==> src/rtl/alarm_controller.sv <==
// alarm_controller
// Holds a user-editable alarm time (hour, tens-min, ones-min), watches the
// running clock's packed time word and rings a square-wave buzzer when the
// time reaches HH:MM:00. Ringing ends on dismiss, on snooze (which re-rings
// after a delay) or on an automatic timeout.
module alarm_controller #(
    parameter int TICK_DIV     = 100000000,
    parameter int RING_TICKS   = 60,
    parameter int SNOOZE_TICKS = 300,
    parameter int TONE_HALF    = 50000
) (
    input  logic        CLK100MHZ,
    input  logic        rst,
    input  logic [17:0] time_in,
    input  logic        arm,
    input  logic        set_en,
    input  logic        sel_pulse,
    input  logic        inc_pulse,
    input  logic        dec_pulse,
    input  logic        snooze_pulse,
    input  logic        dismiss_pulse,
    output logic [10:0] alarm_time,
    output logic [1:0]  sel,
    output logic        alarm_active,
    output logic        snoozing,
    output logic        buzzer
);

    localparam int TICK_W    = (TICK_DIV > 1) ? $clog2(TICK_DIV) : 1;
    localparam int MAX_TICKS = (RING_TICKS > SNOOZE_TICKS) ? RING_TICKS : SNOOZE_TICKS;
    localparam int CNT_W     = (MAX_TICKS > 1) ? $clog2(MAX_TICKS + 1) : 1;
    localparam int TONE_W    = (TONE_HALF > 1) ? $clog2(TONE_HALF) : 1;

    localparam logic [TICK_W-1:0] TICK_LAST   = TICK_W'(TICK_DIV - 1);
    localparam logic [CNT_W-1:0]  RING_LAST   = CNT_W'(RING_TICKS - 1);
    localparam logic [CNT_W-1:0]  SNOOZE_LAST = CNT_W'(SNOOZE_TICKS - 1);
    localparam logic [TONE_W-1:0] TONE_LAST   = TONE_W'(TONE_HALF - 1);

    typedef enum logic [1:0] {
        ST_IDLE    = 2'd0,
        ST_RINGING = 2'd1,
        ST_SNOOZE  = 2'd2
    } state_t;

    state_t              r_state;
    state_t              w_next_state;
    logic [3:0]          r_a_hour;
    logic [2:0]          r_a_tmin;
    logic [3:0]          r_a_omin;
    logic [1:0]          r_sel;
    logic                r_match_prev;
    logic [TICK_W-1:0]   r_tick_cnt;
    logic [CNT_W-1:0]    r_tick_num;
    logic [TONE_W-1:0]   r_tone_cnt;
    logic                r_buzzer;

    logic                w_match_now;
    logic                w_trigger;
    logic                w_inc;
    logic                w_dec;
    logic                w_tick;
    logic                w_ring_timeout;
    logic                w_snooze_timeout;
    logic                w_enter_timed;
    logic [3:0]          w_omin_step;
    logic [3:0]          w_tmin_step;
    logic [3:0]          w_hour_step;

    // One step of a wrapping 0..max_value field; up and down are never both set.
    function automatic logic [3:0] wrap_step(input logic [3:0] value,
                                             input logic [3:0] max_value,
                                             input logic       up,
                                             input logic       down);
        logic [3:0] result;
        result = value;
        if (up) begin
            result = (value >= max_value) ? 4'd0 : value + 4'd1;
        end else if (down) begin
            result = (value == 4'd0) ? max_value : value - 4'd1;
        end else begin
            result = value;
        end
        return result;
    endfunction

    assign alarm_time = {r_a_hour, r_a_tmin, r_a_omin};
    assign sel        = r_sel;
    assign buzzer     = r_buzzer;

    // Simultaneous inc and dec cancel out; nothing edits while set_en is low.
    assign w_inc = set_en & inc_pulse & ~dec_pulse;
    assign w_dec = set_en & dec_pulse & ~inc_pulse;

    assign w_omin_step = wrap_step(r_a_omin, 4'd9, w_inc, w_dec);
    assign w_tmin_step = wrap_step({1'b0, r_a_tmin}, 4'd5, w_inc, w_dec);
    assign w_hour_step = wrap_step(r_a_hour, 4'd12, w_inc, w_dec);

    // Fire only on the first cycle of the matching HH:MM:00 second.
    assign w_match_now = (time_in[17:7] == alarm_time) && (time_in[6:4] == 3'd0)
                         && (time_in[3:0] == 4'd0);
    assign w_trigger   = w_match_now & ~r_match_prev & arm & ~set_en & (r_state == ST_IDLE);

    assign w_tick           = (r_tick_cnt == TICK_LAST);
    assign w_ring_timeout   = w_tick && (r_tick_num == RING_LAST);
    assign w_snooze_timeout = w_tick && (r_tick_num == SNOOZE_LAST);
    assign w_enter_timed    = (w_next_state != r_state)
                              && ((w_next_state == ST_RINGING) || (w_next_state == ST_SNOOZE));

    // Alarm field editing and edit-field selection.
    always_ff @(posedge CLK100MHZ) begin
        if (rst) begin
            r_a_hour <= 4'd0;
            r_a_tmin <= 3'd0;
            r_a_omin <= 4'd0;
            r_sel    <= 2'd0;
        end else begin
            if (w_inc || w_dec) begin
                case (r_sel)
                    2'd0:    r_a_omin <= w_omin_step;
                    2'd1:    r_a_tmin <= w_tmin_step[2:0];
                    2'd2:    r_a_hour <= w_hour_step;
                    default: r_a_omin <= r_a_omin;
                endcase
            end
            if (set_en && sel_pulse) begin
                r_sel <= (r_sel >= 2'd2) ? 2'd0 : r_sel + 2'd1;
            end
        end
    end

    // State register and previous-cycle match flag.
    always_ff @(posedge CLK100MHZ) begin
        if (rst) begin
            r_state      <= ST_IDLE;
            r_match_prev <= 1'b0;
        end else begin
            r_state      <= w_next_state;
            r_match_prev <= w_match_now;
        end
    end

    // Next-state selection; disarming overrides everything, dismiss beats snooze.
    always_comb begin
        w_next_state = r_state;
        if (!arm) begin
            w_next_state = ST_IDLE;
        end else begin
            case (r_state)
                ST_IDLE: begin
                    if (w_trigger) begin
                        w_next_state = ST_RINGING;
                    end else begin
                        w_next_state = ST_IDLE;
                    end
                end
                ST_RINGING: begin
                    if (dismiss_pulse) begin
                        w_next_state = ST_IDLE;
                    end else if (snooze_pulse) begin
                        w_next_state = ST_SNOOZE;
                    end else if (w_ring_timeout) begin
                        w_next_state = ST_IDLE;
                    end else begin
                        w_next_state = ST_RINGING;
                    end
                end
                ST_SNOOZE: begin
                    if (dismiss_pulse) begin
                        w_next_state = ST_IDLE;
                    end else if (w_snooze_timeout) begin
                        w_next_state = ST_RINGING;
                    end else begin
                        w_next_state = ST_SNOOZE;
                    end
                end
                default: w_next_state = ST_IDLE;
            endcase
        end
    end

    // Status outputs decoded from the state register.
    always_comb begin
        alarm_active = (r_state == ST_RINGING);
        snoozing     = (r_state == ST_SNOOZE);
    end

    // One-second tick divider and tick count, restarted on each timed-state entry.
    always_ff @(posedge CLK100MHZ) begin
        if (rst || w_enter_timed || (w_next_state == ST_IDLE)) begin
            r_tick_cnt <= '0;
            r_tick_num <= '0;
        end else if (w_tick) begin
            r_tick_cnt <= '0;
            r_tick_num <= r_tick_num + CNT_W'(1);
        end else begin
            r_tick_cnt <= r_tick_cnt + TICK_W'(1);
        end
    end

    // Buzzer tone: starts high on entry to ringing, toggles every TONE_HALF cycles.
    always_ff @(posedge CLK100MHZ) begin
        if (rst || (w_next_state != ST_RINGING)) begin
            r_buzzer   <= 1'b0;
            r_tone_cnt <= '0;
        end else if (r_state != ST_RINGING) begin
            r_buzzer   <= 1'b1;
            r_tone_cnt <= '0;
        end else if (r_tone_cnt == TONE_LAST) begin
            r_buzzer   <= ~r_buzzer;
            r_tone_cnt <= '0;
        end else begin
            r_tone_cnt <= r_tone_cnt + TONE_W'(1);
        end
    end

endmodule

==> config.mk <==
export PLATFORM = sky130hd
export DESIGN_NAME = alarm_controller
export DESIGN_NICKNAME = d
export VERILOG_FILES = /design/src/rtl/alarm_controller.sv
export SDC_FILE = /design/constraint.sdc
export NUM_CORES = 1
export LEC_CHECK = 0
export BUFFER_PORTS_ARGS = -buffer_cell sky130_fd_sc_hd__buf_2
export CAP_MARGIN = 20
export CELL_PAD_IN_SITES_DETAIL_PLACEMENT = 0
export CELL_PAD_IN_SITES_GLOBAL_PLACEMENT = 1
export CORE_ASPECT_RATIO = 1.5
export CORE_MARGIN = 8
export CORE_UTILIZATION = 47
export DETAILED_ROUTE_END_ITERATION = 8
export GPL_TIMING_DRIVEN = 0
export HOLD_SLACK_MARGIN = 0.02
export PLACE_DENSITY = 0.95
export RECOVER_POWER = 50
export SLEW_MARGIN = 20
export SYNTH_ARGS = -nofsm -noshare
export SYNTH_HDL_FRONTEND = slang
export SYNTH_SLANG_ARGS = --single-unit
==> constraint.sdc <==
create_clock -name CLK100MHZ -period 7.9 [get_ports CLK100MHZ]
set_input_delay 0.395 -clock CLK100MHZ [delete_from_list [all_inputs] [get_ports CLK100MHZ]]
set_output_delay 0.395 -clock CLK100MHZ [all_outputs]
set_load 0.01 [all_outputs]
==> results of run 1 <==
## power breakdown
group,switching [mW],internal [mW],leakage [nW]
registers,0.00478,0.351,0.556
logic,0.0251,0.0189,0.771
clock network,0.137,0.218,0.129
total,0.166,0.588,1.46
## logic make-up after synthesis
group	Yosys count	synth area share, %
fa+ha+maj	14	4.642
simple gates	220	31.47
buf+inv	36	4.078
compound gates	54	8.721
flops	69	36.60
xor+xnor	59	13.69
mux	3	0.7958
## state kept, by name, indices dropped and copies added, names as in the netlist
signal        flops
r_tick_cnt       27
r_tone_cnt       16
r_tick_num        9
r_a_hour          4
r_a_omin          4
r_a_tmin          3
r_state           2
sel               2
buzzer            1
r_match_prev      1
## per-layer routing
metal  vias to the layer above  wire [um]  GRT usage, %
met5                         -          0             0
met4                         0        167         6.988
met3                        14        297         4.232
met2                        59       4568         28.56
met1                      1609       3849         18.66
li1                       1733          -             -
## worst reg2reg max path, stage by stage, from the launching register on
cell	delay [ns]
dfxtp_1	0.39
ha_1	0.24
nand4_1	0.14
or4_1	0.48
nor4_1	0.61
clkbuf_1	0.48
a31oi_1	0.15
o21ai_0	0.39
ha_1	0.35
nor3_1	0.20
nor3_1	0.07
o211ai_1	0.38
clkbuf_1	0.45
nor4_1	0.10
## layout by cell type, fill, tap and decap left out, drive strengths merged, types with 20 or more instances in the layout
cell type / synthesis / layout
nor4: 23 / 23
xor2: 36 / 36
buf: 3 / 27
nand2: 31 / 31
nor2: 45 / 45
clkbuf: 15 / 45
dfxtp: 69 / 69
nand4: 20 / 20
xnor2: 23 / 23
nand3: 20 / 20
nor3: 27 / 27
## cell type report
class,count,area share [%]
clock buffers,13,5.762
inverters,18,1.556
plain buffers,18,1.988
well taps,105,3.025
repair buffers,41,4.235
multi-input cells,350,51.40
clock inverters,2,0.2305
flip-flops and latches,69,31.81
## cells in the mapped netlist, types with 2 or more instances
master,number
a211oi_1,5
a21oi_1,16
a221oi_1,2
a31oi_1,3
and2_1,2
and3_1,7
and4_1,4
buf_6,2
clkbuf_1,15
dfxtp_1,69
ha_1,14
inv_1,18
mux2i_1,3
nand2_1,31
nand2b_1,6
nand3_1,20
nand4_1,20
nand4b_1,2
nor2_1,45
nor2b_1,8
nor3_1,27
nor3b_1,3
nor4_1,22
nor4b_1,4
nor4bb_1,2
o21ai_0,16
o22ai_1,4
or3_1,6
or4_1,6
xnor2_1,23
xor2_1,36
## worst paths after layout
| kind | cells past startpoint | slack, ns | endpoint | startpoint |
|---|---|---|---|---|
| worst min register to register | 1 | 0.46 | r_tone_cnt[0] | r_tone_cnt[0] |
| worst min-delay path | 4 | 0.45 | sel[1] | sel_pulse |
| worst max-delay path | 13 | 3.34 | r_tick_cnt[26] | r_tick_cnt[0] |
| worst max register to register | 13 | 3.34 | r_tick_cnt[26] | r_tick_cnt[0] |
==> summary.txt, run 1 <==
Worst setup path
  • Critical path peak fanout: 10
  • Crit path buf inv count: 2
  • Crit-path cells: ha_1 > nand4_1 > or4_1 > nor4_1 > clkbuf_1 > a31oi_1 > o21ai_0 > ha_1 > nor3_1 > nor3_1 > o211ai_1 > clkbuf_1 > nor4_1
  • Crit-path max cell delay: 0.60 ns
  • Arrival time worst endpoint: 4.74 ns
  • CP Capture Type: flip-flop
  • Startpoint types: flip-flop
  • Slowest-stage cell, CP: nor4_1
  • Crit path max-delay family: simple AND/OR/NAND/NOR gates
  • Crit Path Category: flip-flop to flip-flop
  • Req. time, crit path: 8.08 ns

Clock tree
  • Root cell of the clock tree: clkbuf_16
  • CTS tree: done
  • Max Root-Sink Buffers: 2
  • Clock buffer count from CTS: 9
  • Worst-Skew Late Latency: 0.33 ns
  • CTS HTree Levels: 3
  • Post-CTS setup-driven buffer insertion count: 0
  • Clk sinks: 69
  • Post-CTS Hold Buffers: 0
  • Clock-pin slew on the worst setup and hold paths: 0.05 ns
  • Post-CTS sizing: 0

Placement
  • Post-DP HPWL: 6615 um
  • DP Cell Count: 601
  • GPL Wtd Cong: 0.7883
  • IO Port Bufs: 41
  • Post-detailed-placement cell area: 4110 sq um
  • Pre-CTS setup slack: 3.541 ns

Min path
  • Worst Hold Class: input port to flip-flop

Floorplanning
  • Num rows: 40
  • Die span in y: 125.7 um
  • Initial Util: 47.72%
  • IO Pins: 43
  • Die W: 89.16 um
  • Die area: 11,210 sq um
  • Core area: 7908 sq um

Yosys
  • Syn Area/Cell: 8.294 sq um
  • Largest area contributor in the netlist: dfxtp_1
  • Post-synthesis register bit count: 69
  • Netlist cell types: 45
  • Ys async rst share: 0%
  • Synth warnings: 0
  • Post-Syn Area: 3774 sq um
  • Sequential fraction of the synthesis area: 36.60%
  • Top FF cell, synth: dfxtp_1
  • Number of synthesized flops with an enable pin: 0
  • Syn Nets: 496
  • Top cells by area, synth: dfxtp_1 37%, xor2_1 8.4%, xnor2_1 5.3%
  • Mapped Cells: 455
  • Post-synth top area share: 36.60%

Pwr
  • Tot Pwr: 754.3 uW
  • VDD IR max: 0.0001397 V
  • Leakage power: 1.457 nW
  • Pwr dens: 173.7 nW/um^2

Timing
  • Fin Hold WS: 0.4515 ns
  • Setup violations, final: 0
  • Final Slew Violations: 0
  • Maximum clock frequency: 219.3 MHz
  • Worst Max-Slew Pin Slew: 1.129 ns
  • Period minus WS final: 4.559 ns
  • Final critical-path share of the clock period: 57.71%
  • Setup Skew: 0.007639 ns
  • Fin. Hold Viols: 0
  • Worst setup margin: 3.341 ns
  • Unrepaired setup endpoints after global routing: no
  • Relative slew slack: 24.03%
  • Setup TNS: 0 ns

Run
  • Max-cap violation count: 0

Global route
  • Overflow after GRT: 0
  • First-pass GRT wire length: 15,040 um
  • Initial antenna violation count: 0
  • Largest net degree at the start of global routing: 11
  • Total Routing Usage GR: 16.67%
  • Vias in the first global route: 3,305

Cells and area
  • Area of the multi-input gates: 2232 sq um
  • Fillers: 807
  • Layout Nets: 548
  • Synth-to-Final Area Change: 15.09%
  • Final instance area: 4343 sq um
  • Number of diodes: 0
  • Post-layout util: 54.92%
  • Fraction of layout cells with a size suffix above 1: 8.415%
  • Register area: 1381 sq um
  • Non-filler instance count after layout: 616

Route
  • Routed WL per cell: 14.42 um
  • Routed vias/inst: 5.544
  • Final WL: 8883 um
  • First-pass DRT Iterations: 4
  • Routed Antenna Nets: 0
  • DRC Markers: 0
  • Initial drt markers: 129
  • Via count: 3,415

Status
  • Outcome: finished clean
Note: power is estimated with default switching activity, not from simulation.
==> run 2: changes to the inputs <==
--- a/config.mk
+++ b/config.mk
@@ -11,11 +11,11 @@
 export CELL_PAD_IN_SITES_GLOBAL_PLACEMENT = 1
 export CORE_ASPECT_RATIO = 1.5
 export CORE_MARGIN = 8
-export CORE_UTILIZATION = 47
+export CORE_UTILIZATION = 44
 export DETAILED_ROUTE_END_ITERATION = 8
 export GPL_TIMING_DRIVEN = 0
 export HOLD_SLACK_MARGIN = 0.02
-export PLACE_DENSITY = 0.95
+export PLACE_DENSITY = 0.92
 export RECOVER_POWER = 50
 export SLEW_MARGIN = 20
 export SYNTH_ARGS = -nofsm -noshare
==> constraint.sdc (replaced) <==
create_clock -name CLK100MHZ -period 4.62 [get_ports CLK100MHZ]
set_input_delay 0.231 -clock CLK100MHZ [delete_from_list [all_inputs] [get_ports CLK100MHZ]]
set_output_delay 0.231 -clock CLK100MHZ [all_outputs]
set_load 0.01 [all_outputs]
==> run 2 against run 1 <==
Wire length rose by 0.25%. Final cell count up 0.49%. First-iteration DRC count fell by 33%. Cell area rose by 1.2%. Critical endpoint is now r_tick_num[7]. Flip-flop and latch count is the same. Highest routed layer unchanged. Critical path type unchanged.
==> summary.txt, run 2 (synthesized netlist as in run 1, its figures left out) <==
Status
  • Outcome: finished clean (unchanged)

Worst setup path
  • Critical path peak fanout: 10 (unchanged)
  • Arrival time worst endpoint: 4.36 ns (was 4.74 ns)
  • Crit Path Category: flip-flop to flip-flop (unchanged)
  • Crit path buf inv count: 2 (unchanged)
  • Worst r2r dst: r_tick_num[7] (was r_tick_cnt[26])
  • Crit path max-delay family: simple AND/OR/NAND/NOR gates (unchanged)
  • Req. time, crit path: 4.82 ns (was 8.08 ns)
  • Startpoint types: flip-flop (unchanged)
  • Slowest-stage cell, CP: o211ai_1 (was nor4_1)
  • CP Capture Type: flip-flop (unchanged)
  • Register-to-register setup slack: 0.45 ns (was 3.34 ns)
  • FF-to-FF Start: r_tick_cnt[4] (was r_tick_cnt[0])
  • Crit-path max cell delay: 0.66 ns (was 0.60 ns)
  • Crit-path cells: nand4_1 > or4_1 > nor4_2 > clkbuf_2 > a31oi_1 > o21ai_0 > ha_1 > o211ai_1 > clkbuf_1 > nor3_1 (was ha_1 > nand4_1 > or4_1 > nor4_1 > clkbuf_1 > a31oi_1 > o21ai_0 > ha_1 > nor3_1 > nor3_1 > o211ai_1 > clkbuf_1 > nor4_1)
  • Register-to-Register Path Depth: 10 (was 13)

Global route
  • Largest net degree at the start of global routing: 13 (was 11)
  • Overflow after GRT: 0 (unchanged)
  • Vias in the first global route: 3,438 (was 3,305)
  • Initial antenna violation count: 0 (unchanged)
  • Total Routing Usage GR: 15.59% (was 16.67%)
  • First-pass GRT wire length: 15,270 um (was 15,040 um)

Route
  • First-pass DRT Iterations: 4 (unchanged)
  • Via count: 3,449 (was 3,415)
  • Initial drt markers: 86 (was 129)
  • Routed WL per cell: 14.39 um (was 14.42 um)
  • Final WL: 8905 um (was 8883 um)
  • Routed vias/inst: 5.572 (was 5.544)
  • Routed Antenna Nets: 0 (unchanged)
  • DRC Markers: 0 (unchanged)

Clock tree
  • Worst-Skew Late Latency: 0.33 ns (about the same)
  • Post-CTS Hold Buffers: 0 (unchanged)
  • Max Root-Sink Buffers: 2 (unchanged)
  • Post-CTS setup-driven buffer insertion count: 0 (unchanged)
  • CTS HTree Levels: 3 (unchanged)
  • Clock buffer count from CTS: 9 (unchanged)
  • Clk sinks: 69 (unchanged)
  • Root cell of the clock tree: clkbuf_16 (unchanged)
  • Clock-pin slew on the worst setup and hold paths: 0.06 ns (was 0.05 ns)
  • CTS tree: done (unchanged)
  • Post-CTS sizing: 0 (unchanged)

Floorplanning
  • Die area: 11,860 sq um (was 11,210 sq um)
  • Initial Util: 45.13% (was 47.72%)
  • Die span in y: 129.4 um (was 125.7 um)
  • Die W: 91.62 um (was 89.16 um)
  • Core area: 8362 sq um (was 7908 sq um)
  • Num rows: 41 (was 40)
  • IO Pins: 43 (unchanged)

Cells and area
  • Fillers: 841 (was 807)
  • Synth-to-Final Area Change: 16.45% (was 15.09%)
  • Fraction of layout cells with a size suffix above 1: 9.570% (was 8.415%)
  • Regs by FF count: r_tick_cnt (27), r_tone_cnt (16), r_tick_num (9) (unchanged)
  • Layout Nets: 548 (unchanged)
  • Commonest non-fill, non-tap cells in the layout: 69 x dfxtp_1, 45 x nor2_1, 36 x xor2_1 (unchanged)
  • Max reg flops: 27 (unchanged)
  • Commonest non-fill, non-tap cell in the layout: dfxtp_1 (unchanged)
  • Largest Register: r_tick_cnt (unchanged)
  • Number of diodes: 0 (unchanged)

Timing
  • Final Slew Violations: 0 (unchanged)
  • Fin. Hold Viols: 0 (unchanged)
  • Period minus WS final: 4.165 ns (was 4.559 ns)
  • Setup TNS: 0 ns (unchanged)
  • Fin Hold WS: 0.2850 ns (was 0.4515 ns)
  • Worst Max-Slew Pin Slew: 1.079 ns (was 1.129 ns)
  • Maximum clock frequency: 240.1 MHz (was 219.3 MHz)
  • Relative slew slack: 27.39% (was 24.03%)
  • Setup violations, final: 0 (unchanged)
  • Unrepaired setup endpoints after global routing: no (unchanged)
  • Setup Skew: 0.003857 ns (was 0.007639 ns)
  • Final critical-path share of the clock period: 90.16% (was 57.71%)

Run
  • Max-cap violation count: 0 (unchanged)

Placement
  • GPL Wtd Cong: 0.8268 (was 0.7883)
  • Post-DP HPWL: 6769 um (was 6615 um)
  • IO Port Bufs: 41 (unchanged)

Min path
  • Worst Hold Class: input port to flip-flop (unchanged)
  • Hold Path Sink: sel[0] (was sel[1])
  • Hold Startpoint: sel_pulse (unchanged)
  • Worst hold path depth: 4 (unchanged)

Pwr
  • VDD IR max: 0.0001842 V (was 0.0001397 V)
  • Leakage power: 1.471 nW (was 1.457 nW)
  • Pwr dens: 311.2 nW/um^2 (was 173.7 nW/um^2)
## run 2: layout make-up
class	instances	area (sq um)	share of cell area (%)
well taps	107	133.9	3.047
clock inverters	6	62.56	1.424
flip-flops and latches	69	1381	31.44
inverters	18	67.56	1.538
clock buffers	10	239.0	5.438
repair buffers	41	183.9	4.186
multi-input cells	350	2238	50.94
plain buffers	18	87.58	1.993
## run 2: worst max path at each step
stage | cells after the start | slack [ns] | from | endpoint
floorplan | 13 | 1.08 | r_tick_cnt[0] | r_tick_cnt[23]
global placement | 11 | 0.37 | r_tick_cnt[0] | r_tick_cnt[23]
detailed placement | 12 | 0.33 | r_tick_cnt[4] | r_tick_cnt[23]
CTS | 12 | 0.29 | r_tick_cnt[4] | r_tick_num[7]
global route | 13 | 0.02 | r_tick_cnt[0] | r_tick_cnt[15]
finish | 10 | 0.45 | r_tick_cnt[4] | r_tick_num[7]
## run 2: where the power goes
group	switching [mW]	leakage [nW]	internal, mW
sequential	0.00813	0.556	0.600
combinational	0.0427	0.775	0.0323
clock	0.255	0.140	0.430
total	0.306	1.47	1.06
## run 2: worst min-delay path, delay by kind of cell
kind / cells / cell delay [ns]
buf+inv: 1 / 0.09
compound gates: 1 / 0.08
simple gates: 2 / 0.18
## run 2: per-layer routing
| metal | track usage, % | wire [um] |
|---|---|---|
| met3 | 3.125 | 281 |
| met5 | 0 | 0 |
| met2 | 28.71 | 4696 |
| met4 | 8.712 | 270 |
| met1 | 16.05 | 3656 |
## run 2: stage by stage
step                      setup WS (ns)  area (sq um)  util (%)  cells  total power [mW]
after floorplan                   1.084          3774         -    455            0.6667
after global placement           0.3702          4113     49.18    603            0.6944
after detailed placement         0.3270          4113     49.18    603            0.6969
after CTS                        0.2920          4414     52.79    619             1.380
after global routing            0.02224          4394     52.55    619             1.410
final                            0.4547          4394     52.55    619             1.368
==> run 3: changes to the inputs <==
--- a/config.mk
+++ b/config.mk
@@ -15,8 +15,10 @@
 export DETAILED_ROUTE_END_ITERATION = 8
 export GPL_TIMING_DRIVEN = 0
 export HOLD_SLACK_MARGIN = 0.02
+export MAX_ROUTING_LAYER = met4
 export PLACE_DENSITY = 0.92
 export RECOVER_POWER = 50
+export SKIP_CTS_REPAIR_TIMING = 1
 export SLEW_MARGIN = 20
 export SYNTH_ARGS = -nofsm -noshare
 export SYNTH_HDL_FRONTEND = slang
==> run 3 against run 2 <==
Sequential share of layout area stayed put. Combinational power is 0.5% higher. First-iteration DRC count is 41% higher. Fmax is 0.21% lower. Critical path type unchanged. Critical endpoint unchanged. Largest power group unchanged.
==> summary.txt, run 3 (synthesized netlist as in run 1, its figures left out) <==
Timing
  • Fin Hold WS: 0.2859 ns (was 0.2850 ns)
  • Fin. Hold Viols: 0 (unchanged)
  • Relative slew slack: 26.82% (was 27.39%)
  • Maximum clock frequency: 239.6 MHz (was 240.1 MHz)
  • Unrepaired setup endpoints after global routing: no (unchanged)
  • Final Slew Violations: 0 (unchanged)
  • Setup TNS: 0 ns (unchanged)
  • Setup violations, final: 0 (unchanged)
  • Worst Max-Slew Pin Slew: 1.088 ns (was 1.079 ns)
  • Period minus WS final: 4.174 ns (was 4.165 ns)
  • Setup Skew: 0.004476 ns (was 0.003857 ns)
  • Final critical-path share of the clock period: 90.35% (was 90.16%)
  • Worst setup margin: 0.4460 ns (was 0.4547 ns)

Worst setup path
  • Crit Path Category: flip-flop to flip-flop (unchanged)
  • Worst r2r dst: r_tick_num[7] (unchanged)
  • Crit-path max cell delay: 0.67 ns (was 0.66 ns)
  • Crit path buf inv count: 2 (unchanged)
  • Crit-path cells: nand4_1 > or4_1 > nor4_2 > clkbuf_2 > a31oi_1 > o21ai_0 > ha_1 > o211ai_1 > clkbuf_1 > nor3_1 (unchanged)
  • Crit path max-delay family: simple AND/OR/NAND/NOR gates (unchanged)
  • CP Capture Type: flip-flop (unchanged)
  • FF-to-FF Start: r_tick_cnt[4] (unchanged)
  • Register-to-register setup slack: 0.45 ns (about the same)
  • Register-to-Register Path Depth: 10 (unchanged)
  • Startpoint types: flip-flop (unchanged)
  • Req. time, crit path: 4.81 ns (was 4.82 ns)
  • Slowest-stage cell, CP: o211ai_1 (unchanged)
  • Arrival time worst endpoint: 4.37 ns (was 4.36 ns)
  • Critical path peak fanout: 10 (unchanged)
  • Critical Path Source: r_tick_cnt[4] (unchanged)

Cells and area
  • Commonest non-fill, non-tap cells in the layout: 69 x dfxtp_1, 45 x nor2_1, 36 x xor2_1 (unchanged)
  • Layout Nets: 548 (unchanged)
  • Largest Register: r_tick_cnt (unchanged)
  • Synth-to-Final Area Change: 16.45% (unchanged)
  • Max reg flops: 27 (unchanged)
  • Non-filler instance count after layout: 619 (unchanged)
  • Fraction of layout cells with a size suffix above 1: 9.570% (unchanged)
  • Final instance area: 4394 sq um (unchanged)
  • Commonest non-fill, non-tap cell in the layout: dfxtp_1 (unchanged)
  • Post-layout util: 52.55% (unchanged)
  • Number of diodes: 0 (unchanged)
  • Regs by FF count: r_tick_cnt (27), r_tone_cnt (16), r_tick_num (9) (unchanged)

Pwr
  • Pwr dens: 311.3 nW/um^2 (was 311.2 nW/um^2)
  • VDD IR max: 0.0001844 V (was 0.0001842 V)
  • Leakage power: 1.471 nW (unchanged)
  • Tot Pwr: 1.368 mW (about the same)

Clock tree
  • Worst-Skew Late Latency: 0.33 ns (about the same)
  • Clock buffer count from CTS: 9 (unchanged)
  • Root cell of the clock tree: clkbuf_16 (unchanged)
  • Clock-pin slew on the worst setup and hold paths: 0.06 ns (about the same)
  • CTS tree: done (unchanged)
  • Max Root-Sink Buffers: 2 (unchanged)
  • Clk sinks: 69 (unchanged)
  • CTS HTree Levels: 3 (unchanged)

Min path
  • Hold Startpoint: sel_pulse (unchanged)
  • Hold Path Sink: sel[0] (unchanged)
  • Worst Hold Class: input port to flip-flop (unchanged)
  • Worst hold path depth: 4 (unchanged)

Placement
  • GPL Wtd Cong: 0.8393 (was 0.8268)
  • Post-DP HPWL: 6769 um (unchanged)
  • Pre-CTS setup slack: 0.3270 ns (unchanged)
  • IO Port Bufs: 41 (unchanged)
  • Post-detailed-placement cell area: 4113 sq um (unchanged)
  • DP Cell Count: 603 (unchanged)

Global route
  • Initial antenna violation count: 0 (unchanged)
  • First-pass GRT wire length: 15,270 um (unchanged)
  • Largest net degree at the start of global routing: 13 (unchanged)
  • Vias in the first global route: 3,436 (was 3,438)
  • Total Routing Usage GR: 16.03% (was 15.59%)
  • Overflow after GRT: 0 (unchanged)

Route
  • DRC Markers: 0 (unchanged)
  • Routed Antenna Nets: 0 (unchanged)
  • DR top layer: met4 (unchanged)
  • Routed WL per cell: 14.46 um (was 14.39 um)
  • Met2 routed WL: 4714 um (was 4696 um)
  • First-pass DRT Iterations: 4 (unchanged)
  • Via count: 3,473 (was 3,449)
  • WL met1: 3741 um (was 3656 um)
  • Routed vias/inst: 5.611 (was 5.572)
  • Initial drt markers: 121 (was 86)
  • Final WL: 8952 um (was 8905 um)
  • Met3 wire length: 251 um (was 281 um)

Run
  • Max-cap violation count: 0 (unchanged)

Status
  • Outcome: finished clean (unchanged)

Floorplanning
  • Initial Util: 45.13% (unchanged)
  • Die area: 11,860 sq um (unchanged)
  • Die span in y: 129.4 um (unchanged)
  • Die W: 91.62 um (unchanged)
  • Num rows: 41 (unchanged)
  • IO Pins: 43 (unchanged)
  • Core area: 8362 sq um (unchanged)
[run 3: cell counts in the layout (fill, tap and decap cells not counted)]
No cell type changed its count.
[run 3: routing by layer]
layer | global-route usage (%) | vias to the layer above
met2 | 28.67 | 77
li1 | - | 1728
met5 | - | -
met4 | 8.712 | 0
met1 | 16.23 | 1648
met3 | 2.894 | 20
[run 3: where the power goes]
group          switching (mW)  total [mW]  internal (mW)
registers             0.00822       0.608          0.600
logic                  0.0430      0.0754         0.0323
clock network           0.255       0.685          0.430
total                   0.306        1.37           1.06
[run 3: how the worst max path moves through the flow]
stage          slack [ns]        endpoint  cells past startpoint
6_report             0.45   r_tick_num[7]                     10
5_1_grt              0.02  r_tick_cnt[15]                     13
4_1_cts              0.29   r_tick_num[7]                     12
3_5_place_dp         0.33  r_tick_cnt[23]                     12
3_3_place_gp         0.37  r_tick_cnt[23]                     11
2_1_floorplan        1.08  r_tick_cnt[23]                     13
[run 3: area by class of cell]
| type | count | area, sq um |
|---|---|---|
| clock buffers | 10 | 239.0 |
| fillers | 841 | 3968 |
| clock inverters | 6 | 62.56 |
| well taps | 107 | 133.9 |
| multi-input cells | 350 | 2238 |
| plain buffers | 18 | 87.58 |
| repair buffers | 41 | 183.9 |
| flip-flops and latches | 69 | 1381 |
| inverters | 18 | 67.56 |
[run 3: worst min-delay path: cells and delay by family]
kind | cells | cell delay (ns)
buffers and inverters | 1 | 0.09
AOI/OAI and AO/OA | 1 | 0.08
and+or+nand+nor | 2 | 0.18
